<file path="src/rtl/prio_enc_pkg.sv">
// Shared helpers for the priority event encoder: index-width derivation and one-hot decode.
package prio_enc_pkg;

  localparam int unsigned MAX_N = 256;

  function automatic int unsigned clog2_n(input int unsigned n);
    int unsigned w;
    w = 0;
    for (int unsigned i = 0; i < 32; i++) begin
      if ((64'd1 << i) < 64'(n)) w = i + 1;
    end
    return w;
  endfunction

  localparam int unsigned N_DEF     = 8;
  localparam int unsigned IDX_W_DEF = clog2_n(N_DEF);

  // Callers size-cast the result down to their own N.
  function automatic logic [MAX_N-1:0] onehot(input int unsigned idx);
    return {{(MAX_N-1){1'b0}}, 1'b1} << idx;
  endfunction

endpackage

</file>
<file path="src/rtl/prio_event_encoder_if.sv">
// Downstream valid/ready channel carrying the selected index and the any-pending tag.
interface prio_event_encoder_if
  import prio_enc_pkg::*;
#(
  parameter int unsigned N = 8
);
  localparam int unsigned IDX_W = clog2_n(N);

  logic             out_valid;
  logic             out_ready;
  logic [IDX_W-1:0] out_idx;
  logic             out_tag;

  modport master (output out_valid, output out_idx, output out_tag, input out_ready);
  modport slave  (input out_valid, input out_idx, input out_tag, output out_ready);

endinterface

</file>
<file path="src/rtl/prio_enc_comb.sv">
// Combinational N-to-IDX_W encoder: highest set bit wins, index 0 when the vector is empty.
module prio_enc_comb
  import prio_enc_pkg::*;
#(
  parameter int unsigned N = 8,
  localparam int unsigned IDX_W = clog2_n(N)
) (
  input  logic [N-1:0]     vec,
  output logic [IDX_W-1:0] idx,
  output logic             any
);

  always_comb begin
    idx = '0;
    for (int unsigned i = 0; i < N; i++) begin
      if (vec[i]) idx = IDX_W'(i);
    end
    any = |vec;
  end

endmodule

</file>
<file path="src/rtl/prio_event_encoder.sv">
// Registered priority encoder with request latching, sticky overflow and valid/ready output.
// Define PRIO_RR_EN for round-robin selection instead of fixed highest-index priority.
module prio_event_encoder
  import prio_enc_pkg::*;
#(
  parameter int unsigned N = 8
) (
  input  logic                clk,
  input  logic                rst_n,
  input  logic                en,
  input  logic [N-1:0]        req_i,
  prio_event_encoder_if.master dn,
  output logic                ovf_o,
  input  logic                ovf_clr
);

  localparam int unsigned IDX_W = clog2_n(N);

  logic [N-1:0]     pend;
  logic [N-1:0]     fmask;
  logic [N-1:0]     cand;
  logic [N-1:0]     set_v;
  logic             fire;
  logic             valid_q;
  logic [IDX_W-1:0] idx_q;
  logic [IDX_W-1:0] enc_idx;
  logic             enc_any;

  assign fire  = valid_q & dn.out_ready;
  assign fmask = fire ? N'(onehot(32'(idx_q))) : '0;
  // Selection looks only at already-latched requests, minus the one leaving this cycle.
  assign cand  = pend & ~fmask;
  assign set_v = en ? req_i : '0;

`ifdef PRIO_RR_EN
  logic [IDX_W-1:0] rr_last;
  logic [IDX_W-1:0] rot_idx;
  logic [N-1:0]     rot;

  // Rotate so that rr_last-1 lands on the top bit, encode, then rotate the index back.
  always_comb begin
    rot = '0;
    for (int unsigned j = 0; j < N; j++) begin
      rot[j] = cand[IDX_W'((j + 32'(rr_last)) % N)];
    end
    enc_idx = IDX_W'((32'(rot_idx) + 32'(rr_last)) % N);
  end

  prio_enc_comb #(.N(N)) u_enc (
    .vec (rot),
    .idx (rot_idx),
    .any (enc_any)
  );

  always_ff @(posedge clk) begin
    if (!rst_n) rr_last <= '0;
    else if (fire) rr_last <= idx_q;
  end
`else
  prio_enc_comb #(.N(N)) u_enc (
    .vec (cand),
    .idx (enc_idx),
    .any (enc_any)
  );
`endif

  always_ff @(posedge clk) begin
    if (!rst_n) begin
      pend    <= '0;
      valid_q <= 1'b0;
      idx_q   <= '0;
      ovf_o   <= 1'b0;
    end else begin
      pend <= cand | set_v;
      if (!valid_q || fire) begin
        valid_q <= enc_any;
        idx_q   <= enc_any ? enc_idx : '0;
      end
      if (|(set_v & cand)) ovf_o <= 1'b1;
      else if (ovf_clr)    ovf_o <= 1'b0;
    end
  end

  assign dn.out_valid = valid_q;
  assign dn.out_idx   = idx_q;
  assign dn.out_tag   = |pend;

endmodule

</file>
<file path="src/flat_wrapper.sv">
// flat-port wrapper written by rule: the top's interface ports become plain ports
module prio_event_encoder_flat import prio_enc_pkg::*;
#(
  parameter int unsigned N = 8
)
  (clk, rst_n, en, req_i, ovf_o, ovf_clr, dn_out_valid, dn_out_idx, dn_out_tag, dn_out_ready);
  prio_event_encoder_if #(.N(N)) dn_i ();
  input  logic clk;
  input  logic rst_n;
  input  logic en;
  input  logic [N-1:0] req_i;
  output logic ovf_o;
  input  logic ovf_clr;
  output wire logic [$bits(dn_i.out_valid)-1:0] dn_out_valid;
  output wire logic [$bits(dn_i.out_idx)-1:0] dn_out_idx;
  output wire logic [$bits(dn_i.out_tag)-1:0] dn_out_tag;
  input wire logic [$bits(dn_i.out_ready)-1:0] dn_out_ready;
  assign dn_out_valid = dn_i.out_valid;
  assign dn_out_idx = dn_i.out_idx;
  assign dn_out_tag = dn_i.out_tag;
  assign dn_i.out_ready = dn_out_ready;
  prio_event_encoder #(.N(N)) u_core (.clk(clk), .rst_n(rst_n), .en(en), .req_i(req_i), .dn(dn_i), .ovf_o(ovf_o), .ovf_clr(ovf_clr));
endmodule
</file>
<file path="config.mk">
export PLATFORM = sky130hd
export DESIGN_NAME = prio_event_encoder_flat
export DESIGN_NICKNAME = d
export VERILOG_FILES = /design/src/rtl/prio_enc_pkg.sv /design/src/rtl/prio_event_encoder_if.sv /design/src/rtl/prio_enc_comb.sv /design/src/rtl/prio_event_encoder.sv /design/src/flat_wrapper.sv
export SDC_FILE = /design/constraint.sdc
export NUM_CORES = 1
export LEC_CHECK = 0
export BUFFER_PORTS_ARGS = -buffer_cell sky130_fd_sc_hd__buf_2
export CAP_MARGIN = 30
export CORE_MARGIN = 10
export CORE_UTILIZATION = 46
export DETAILED_ROUTE_END_ITERATION = 8
export GPL_TIMING_DRIVEN = 0
export PLACE_DENSITY_LB_ADDON = 0.05
export SLEW_MARGIN = 20
export SYNTH_ARGS = -nofsm -noshare
export SYNTH_HDL_FRONTEND = slang
export SYNTH_HIERARCHICAL = 1
export SYNTH_SLANG_ARGS = --single-unit
</file>
<file path="constraint.sdc">
create_clock -name clk -period 1.5 [get_ports clk]
set_input_delay 0.15 -clock clk [delete_from_list [all_inputs] [get_ports clk]]
set_output_delay 0.15 -clock clk [all_outputs]
set_load 0.02 [all_outputs]
</file>
* Word level (Yosys, flattened, before mapping)
Cells that the tools add are included.
Word-level totals: output and inout port bits 6, logic and storage cells 28, input port bits 13, bits in registers 13
Operators by class: muxes and demuxes 12, reductions and logical operators 6, shift-type cells 1, bitwise logic cells 5
Operators with widths (number):
- 8-bit OR reduction | 3
- 3-bit 2-to-1 mux | 7
- 8-bit AND | 2
- 8-bit 2-to-1 mux | 2
- 8-bit NOT | 1
- 8-bit OR | 1
- 1-bit by 3-bit << shifter with 8-bit output (first input constant) | 1
- 1-bit 2-to-1 mux | 3
- 2-bit nonzero test | 1
- 1-bit AND | 1
- 1-bit zero test | 1
- 1-bit logical OR | 1

* Longest topological paths before layout
Gate-level depths: netlist of run 1.
word-level depth 12, gate-level depth with buffers 8, mapped depth without buffers 8

* Cells and area by module
Netlist of run 1, hierarchy kept.
Modules (own cells, without submodules):
- prio_event_encoder | cells an instance 82, sequential area each 260.2 um^2, times used 1, area an instance 705.7 um^2
- prio_enc_comb | cells an instance 12, sequential area each 0.0 um^2, times used 1, area an instance 66.3 um^2

* Worst setup path before layout of run 1
No wires, ideal clock.
path kind flip-flop to flip-flop, from register u_core.valid_q (netlist: u_core/dn.out_valid), to register u_core.valid_q (netlist: u_core/dn.out_valid), slack -0.221 ns, setup time 0.115 ns, path buffers 0, data arrival time 1.606 ns, cell stages (with the launch flop) 7, path through dfxtp_1 nand2_1 o31ai_1 inv_1 nor2_1 nand4_1 o21a_1
Between the ends: word-level cells in the longest chain between the ends 5, elaborated cells between the ends (all ways) 7, classes of those cells mux (1); bitwise (3); reduce/logical (3)
RTL lines:
- start, declared | line prio_event_encoder.sv:24 | logic valid_q;
- start signal, assigned | line prio_event_encoder.sv:76 | valid_q <= enc_any;
- 1-bit AND | line prio_event_encoder.sv:29 | assign fire = valid_q & dn.out_ready;
- 8-bit 2-to-1 mux | line prio_event_encoder.sv:30 | assign fmask = fire ? N'(onehot(32'(idx_q))) : '0;
- 8-bit NOT | line prio_event_encoder.sv:32 | assign cand = pend & ~fmask;
- 8-bit AND | line prio_event_encoder.sv:32
- via u_core.cand[6] | line prio_event_encoder.sv:21 | logic [N-1:0] cand;
- 8-bit OR reduction | line prio_enc_comb.sv:18 | any = |vec;
- via u_core.enc_any | line prio_event_encoder.sv:27 | logic enc_any;
The timed path passes the listed nets, and every way through them passes these cells. A chain may end at the register's enable or synchronous reset.

* Worst setup path in the final report of run 1
from register u_core.idx_q[0] (netlist: u_core/dn.out_idx[0]), to register u_core.valid_q (netlist: u_core/dn.out_valid)
Between the ends: word-level cells in the longest chain between the ends 5
RTL lines:
- start, declared | line prio_event_encoder.sv:25 | logic [IDX_W-1:0] idx_q;
- start signal, assigned | line prio_event_encoder.sv:77 | idx_q <= enc_any ? enc_idx : '0;
- 1-bit by 3-bit << shifter with 8-bit output | line prio_enc_pkg.sv:20 | return {{(MAX_N-1){1'b0}}, 1'b1} << idx;
- 8-bit 2-to-1 mux | line prio_event_encoder.sv:30
- 8-bit NOT | line prio_event_encoder.sv:32
- 8-bit AND | line prio_event_encoder.sv:32
- via u_core.cand[4] | line prio_event_encoder.sv:21
- 8-bit OR reduction | line prio_enc_comb.sv:18
- via u_core.enc_any | line prio_event_encoder.sv:27
The timed path passes the listed nets, and every way through them passes these cells.

==> results of run 1 <==
-- placed cells by master (no fill, tap or decap), types with 2 or more instances in the layout --
| master | instances |
|---|---|
| nand3_2 | 2 |
| dfxtp_1 | 9 |
| a22oi_1 | 2 |
| nor2b_1 | 6 |
| and2_4 | 3 |
| and2_1 | 2 |
| buf_2 | 17 |
| nand2b_1 | 2 |
| a21oi_2 | 2 |
| a21boi_1 | 3 |
| clkbuf_4 | 3 |
| nor4_1 | 2 |
| and3b_2 | 2 |
| nand3_1 | 4 |
| buf_4 | 12 |
| nor2_2 | 3 |
| o21a_1 | 3 |
| clkbuf_1 | 3 |
| inv_1 | 2 |
| nand2_2 | 2 |
| o31ai_4 | 2 |
| dfxtp_4 | 4 |
| nand2_1 | 11 |
| a21oi_1 | 4 |
| inv_2 | 2 |
-- state kept, by name, indices dropped and copies added (netlist names) --
signal	cells
u_core/dn.out_valid	1
u_core/ovf_o	1
u_core/pend	8
u_core/dn.out_idx	3
-- path summary, 6_finish.rpt --
check | endpoint | from
setup / recovery | u_core/dn.out_valid$_SDFFE_PN0P_ | u_core/dn.out_idx[0]$_SDFFE_PN0P_
hold / removal | u_core/dn.out_idx[0]$_SDFFE_PN0P_ | rst_n
setup reg to reg | u_core/dn.out_valid$_SDFFE_PN0P_ | u_core/dn.out_idx[0]$_SDFFE_PN0P_
hold reg to reg | u_core/dn.out_idx[1]$_SDFFE_PN0P_ | u_core/dn.out_idx[1]$_SDFFE_PN0P_
-- critical path, delay by kind of cell, from the launching register on --
kind            cells  cell delay (ns)
simple gates        5             0.84
flops               1             0.39
compound gates      1             0.21
-- layer usage --
layer	vias to the layer above	wire, microns	track usage, %	share of wire [%]
met3	8	171	5.22	7.3
li1	414	-	-	-
met4	0	58	4.70	2.5
met5	-	0	0	0
met2	43	1130	21.4	48
met1	404	980	14.7	42
-- logic make-up after synthesis --
group | synth area share, %
AOI/OAI and AO/OA | 30.5
and+or+nand+nor | 32.9
DFF | 33.7
buffers and inverters | 2.92
-- power groups by stage --
stage               combinational, mW  clock [mW]  sequential (mW)
floorplan                       0.144           0            0.436
global placement                0.226           0            0.425
detailed placement              0.228           0            0.426
CTS                             0.280       0.218            0.420
global route                    0.359       0.245            0.431
finish                          0.332       0.220            0.425
-- repair_timing --
item	4_1_cts	5_1_grt
pin swaps	11	12
hold buffers	0	0
setup endpoints to repair	4	6
setup buffers	9	4
resized for setup	20	13
-- area by class of cell --
cell class / instances / area [sq um] / area share [%]
multi-input combinational: 75 / 604 / 53.3
sequential: 13 / 275 / 24.3
timing repair buffer: 30 / 186 / 16.4
clock buffer: 4 / 26.3 / 2.32
tap: 16 / 20.0 / 1.76
inverter: 4 / 15.0 / 1.32
buffer: 2 / 7.51 / 0.662
-- cell usage after synthesis (4+ instances only) --
library cell | n | area (sq um)
nor2_1 | 4 | 15.0
nand3_1 | 6 | 30.0
dfxtp_1 | 13 | 260
a21oi_1 | 5 | 25.0
a21boi_0 | 5 | 37.5
nor2b_1 | 7 | 43.8
nand2_1 | 13 | 48.8
and2_1 | 5 | 31.3
-- per-stage QoR --
step / hold WS (ns) / power, mW / cell area, sq um
6_report: 0.140 / 0.977 / 1130
5_1_grt: 0.136 / 1.03 / 1130
4_1_cts: 0.143 / 0.919 / 1050
3_5_place_dp: 0.431 / 0.654 / 898
3_3_place_gp: 0.425 / 0.652 / 898
2_1_floorplan: 0.293 / 0.580 / 793
==> results.md, run 1 <==
- Synth cell types: 30
- GRT Overall Usage: between 10% and 20%
- Synth Area per Inst: between 8 and 9 sq um
- Final std cells w/o fill: 144
- Fill cell count: 116
- Synth async-reset ratio: 0%
- Max Clk Rate: about 0.64 GHz
- EDFF count, synth: 0
- Sequential Power Share: 43.5%
- Largest stage delay, worst path: 0.39 ns
- Buffers on Ports: 17
- Inst Count DP: 127
- Vias in the first global route: 830
- Initial Util: between 50% and 60%
- Final setup violation count: 5
- Antenna violations before repair: 0
- Total gr overflow: 0
- Die Span X: 61.0 microns
- Largest net degree at the start of global routing: 11
- Root buffer cell: clkbuf_4
- Status: complete, but fails checks
- H-tree lvl count: 1
- DR iter-0 viols: 34
- Core area: roughly 1500 sq um
- Place WS: -0.148 ns
- Leak: between 0.4 and 0.5 nW
- Max_slew headroom: ~70%
- HPWL Detailed: 1.57 mm
- Startpoint Class: flop
- Setup ws final: -0.0570 ns
- Clock share of power: 22.5%
- Req. time, crit path: 1.68 ns
- Final wirelength: 2.35 mm
- Setup CP Type: reg2reg
- Diode count: 0
- Routed via count: 869
- Wire length per cell: roughly 16 microns
- Crit path max-delay cell type: dfxtp_4
- DIE AREA: 3720 sq um
- Max Buffers Root-to-Sink: 2
- Post-route ant nets: 0
- Nets@finish: ~140
- Max-Cap Viols: 0
- WP data arrival: about 1.7 ns
- CTS Sinks: 13
- Sw frac: ~34%
- Worst ir drop on vdd: between 0.5 and 0.6 mV
- Yosys warns: 6
- Vias per Instance: between 6 and 7
- Clock-pin slew on the worst setup and hold paths: approximately 0.07 ns
- Final Core Density: between 70% and 80%
- CTS tree: built
- Worst slew pin tran: approximately 0.45 ns
- Crit-path cells: nor3b_4 > nand3_2 > and2_4 > nor2_2 > nand4_1 > o21a_1
- # DRC: 0
- Die Ht: between 60 and 70 microns
- Share of the yosys chip area belonging to registers: 33.7%
- Drt pass-1 iters: 4
- Flop2flop setup slack: -0.06 ns
- PwrDens: approximately 860 nW/um^2
- Combinational power share: between 30% and 40%
- Ys flop type: dfxtp_1
- Worst skew pair latency: between 0.2 and 0.3 ns
- Final Cycle Share: 104%
- Share of cells above drive strength 1: a little over half
- Violated checks: setup timing
- Layout Skew: approximately 0.0027 ns
- Rows: 14
- Tmin final: roughly 1.6 ns
- Cell depth of the worst flop-to-flop path: 6
- First-pass GRT wire length: 3.68 mm
- Hold Path Depth: 2
- Worst-path fanout max: 7
- CP Capture Type: flop
- Cells after Synth: 94
- Synthesized Nets: about 110
- I/O pins: 19
- Post-route setup TNS: -0.196 ns
- GPL Wtd Cong: between 0.8 and 0.9
- Worst min path class: in2reg
- Slew Limit Fails: 0
- RSZ-0062 raised after global routing: yes
- Int Pwr: between 600 and 700 uW
- #FFs+latches synth: 13
- Clock buffer count from CTS: 3
- Area Overhead vs Synth: 47.0%
- Post-Syn Area: 772 sq um
- Net Sw Power: 335 uW
- Hold Fails Final Rpt: 0
No activity file was read; power rests on OpenSTA's default activity.
==> run 2, diff against run 1 <==
BUFFER_PORTS_ARGS = -buffer_cell sky130_fd_sc_hd__buf_4   (was -buffer_cell sky130_fd_sc_hd__buf_2)
==> results.md, run 2 (synthesis results as in run 1) <==
- Sequential Power Share: 41.7% (-1.8 points)
- Slew Limit Fails: 0 (unchanged)
- # DRC: 0 (unchanged)
- Tmin final: 1.55 ns (-0.00686 ns)
- Vias in the first global route: 858 (+3.4%)
- Int Pwr: 670 uW (+4.3%)
- GRT Overall Usage: 13.6% (+0.63 points)
- Root buffer cell: clkbuf_4
- Worst skew pair latency: 0.28 ns (about the same)
- Final std cells w/o fill: 147 (+2.1%)
- Hold_ws: 0.127 ns (-0.0127 ns)
- Buffers on Ports: 17 (unchanged)
- Hold Fails Final Rpt: 0 (unchanged)
- Area Overhead vs Synth: 54.5%
- Setup ws final: -0.0501 ns (+0.00686 ns)
- RSZ-0062 raised after global routing: yes
- Worst-path fanout max: 7 (unchanged)
- Largest net degree at the start of global routing: 11 (unchanged)
- Status: complete, but fails checks
- Worst min path class: in2reg
- Post-route setup TNS: -0.124 ns (+0.0717 ns)
- Layout Skew: 0.00345 ns (+0.000735 ns)
- Clock share of power: 22.2% (-0.3 points)
- Leak: 0.481 nW (+5.8%)
- Post-route ant nets: 0 (unchanged)
- H-tree lvl count: 1 (unchanged)
- Max reg flops: 8 (unchanged)
- Die Ht: 61.0 microns (unchanged)
- Most frequent cells in the layout: buf_4 (32), nand2_1 (11), dfxtp_1 (9)
- Drt pass-1 iters: 4 (unchanged)
- Commonest non-fill, non-tap cell in the layout: buf_4
- Combinational power share: 36.1% (+2.1 points)
- Largest stage delay, worst path: 0.41 ns (+0.02 ns)
- Post-CTS Hold Buffers: 0 (unchanged)
- Clock buffer count from CTS: 3 (unchanged)
- Final Cycle Share: 103% (-0.46 points)
- Fill cell count: 115 (-0.86%)
- Routed via count: 879 (+1.2%)
- Max Clk Rate: 0.645 GHz (+0.44%)
- Sw frac: 34.2% (-0.075 points)
- Share of cells above drive strength 1: 53.4% (+0.31 points)
- I/O pins: 19 (unchanged)
- Total gr overflow: 0 (unchanged)
- Worst slew pin tran: 0.490 ns (+0.0358 ns)
- Vias per Instance: 5.98 (-0.91%)
- Net Sw Power: 348 uW (+4.0%)
- Core area: 1540 sq um (unchanged)
- Worst ir drop on vdd: 0.658 mV (+26%)
- HPWL Detailed: 1.62 mm (+2.8%)
- CP Capture Type: flop
- First-pass GRT wire length: 3.98 mm (+8.3%)
- Startpoint Class: flop
- Antenna violations before repair: 0 (unchanged)
- Max Buffers Root-to-Sink: 2 (unchanged)
- Die Span X: 61.0 microns (unchanged)
- Violated checks: setup timing
- Initial Util: 50.1% (unchanged)
- Diode count: 0 (unchanged)
- Req. time, crit path: 1.68 ns (about the same)
- Final wirelength: 2.56 mm (+9.1%)
- Max_slew headroom: 67.3% (-2.4 points)
- Inst Count DP: 127 (unchanged)
- Place WS: -0.158 ns (-0.0106 ns)
- WP data arrival: 1.73 ns (about the same)
- Max-Cap Viols: 0 (unchanged)
- Crit path max-delay cell type: dfxtp_4
- Largest register by flop count: u_core/pend
- Clock-pin slew on the worst setup and hold paths: 0.08 ns (about the same)
- CTS Sinks: 13 (unchanged)
- Final setup violation count: 4 (-1)
- DIE AREA: 3720 sq um (unchanged)
- PwrDens: 854 nW/um^2 (-0.83%)
- Setup CP Type: reg2reg
- Crit-path cells: nand3_2 > nor3b_4 > nor2b_2 > nor2_2 > nand4_1 > o21a_1
- DR iter-0 viols: 12 (-65%)
- GPL Wtd Cong: 0.898 (+6.1%)
- Nets@finish: 145 (+2.1%)
- Rows: 14 (unchanged)
- Wire length per cell: 17.4 microns (+6.9%)
- CTS tree: built
## run 2: repair_timing
action / CTS / global route
endpoints found under the setup margin: 4 / 6
pin swaps: 12 / 6
gates resized for setup: 22 / 9
setup buffers: 13 / 3
## run 2: per-layer routing
metal	track usage [%]	share of wire (%)	vias to the layer above
met5	0	0	-
met4	5.33	2.6	0
met3	4.38	8.2	8
met2	21.3	47	39
met1	16.8	42	416
li1	-	-	416
## run 2: worst paths after layout
check | start | to | slack, ns | cells past startpoint
hold reg to reg | u_core/pend[0]$_SDFF_PN0_ | u_core/pend[0]$_SDFF_PN0_ | 0.58 | 2
setup reg to reg | u_core/dn.out_idx[1]$_SDFFE_PN0P_ | u_core/dn.out_valid$_SDFFE_PN0P_ | -0.05 | 6
setup / recovery | u_core/dn.out_idx[1]$_SDFFE_PN0P_ | u_core/dn.out_valid$_SDFFE_PN0P_ | -0.05 | 6
hold / removal | req_i[5] | u_core/pend[5]$_SDFF_PN0_ | 0.13 | 3
## run 2: area by class of cell
cell class | instances | area (sq um) | share of cell area (%)
Multi-Input combinational cell | 75 | 597 | 50.1
Sequential cell | 13 | 275 | 23.1
Timing Repair Buffer | 33 | 251 | 21.1
Clock buffer | 4 | 26.3 | 2.20
Tap cell | 16 | 20.0 | 1.68
Inverter | 4 | 15.0 | 1.26
Buffer | 2 | 7.51 | 0.630
## run 2: power groups by stage
stage	Clock, mW	Sequential [mW]	Combinational, mW
after floorplan	0	0.436	0.144
after global placement	0	0.428	0.244
after detailed placement	0	0.429	0.246
after CTS	0.226	0.422	0.325
after global routing	0.253	0.429	0.397
final	0.226	0.425	0.367
## run 2: per-stage QoR
step / util, % / power (mW) / instance area, sq um
2_1_floorplan: - / 0.580 / 793
3_3_place_gp: 61.0 / 0.671 / 941
3_5_place_dp: 61.0 / 0.675 / 941
4_1_cts: 73.8 / 0.973 / 1140
5_1_grt: 77.4 / 1.08 / 1190
6_report: 77.4 / 1.02 / 1190
## run 2: critical path: cells and delay by family (launching register included)
family | cells | cell delay (ns)
simple gates | 5 | 0.81
flops | 1 | 0.41
compound gates | 1 | 0.22
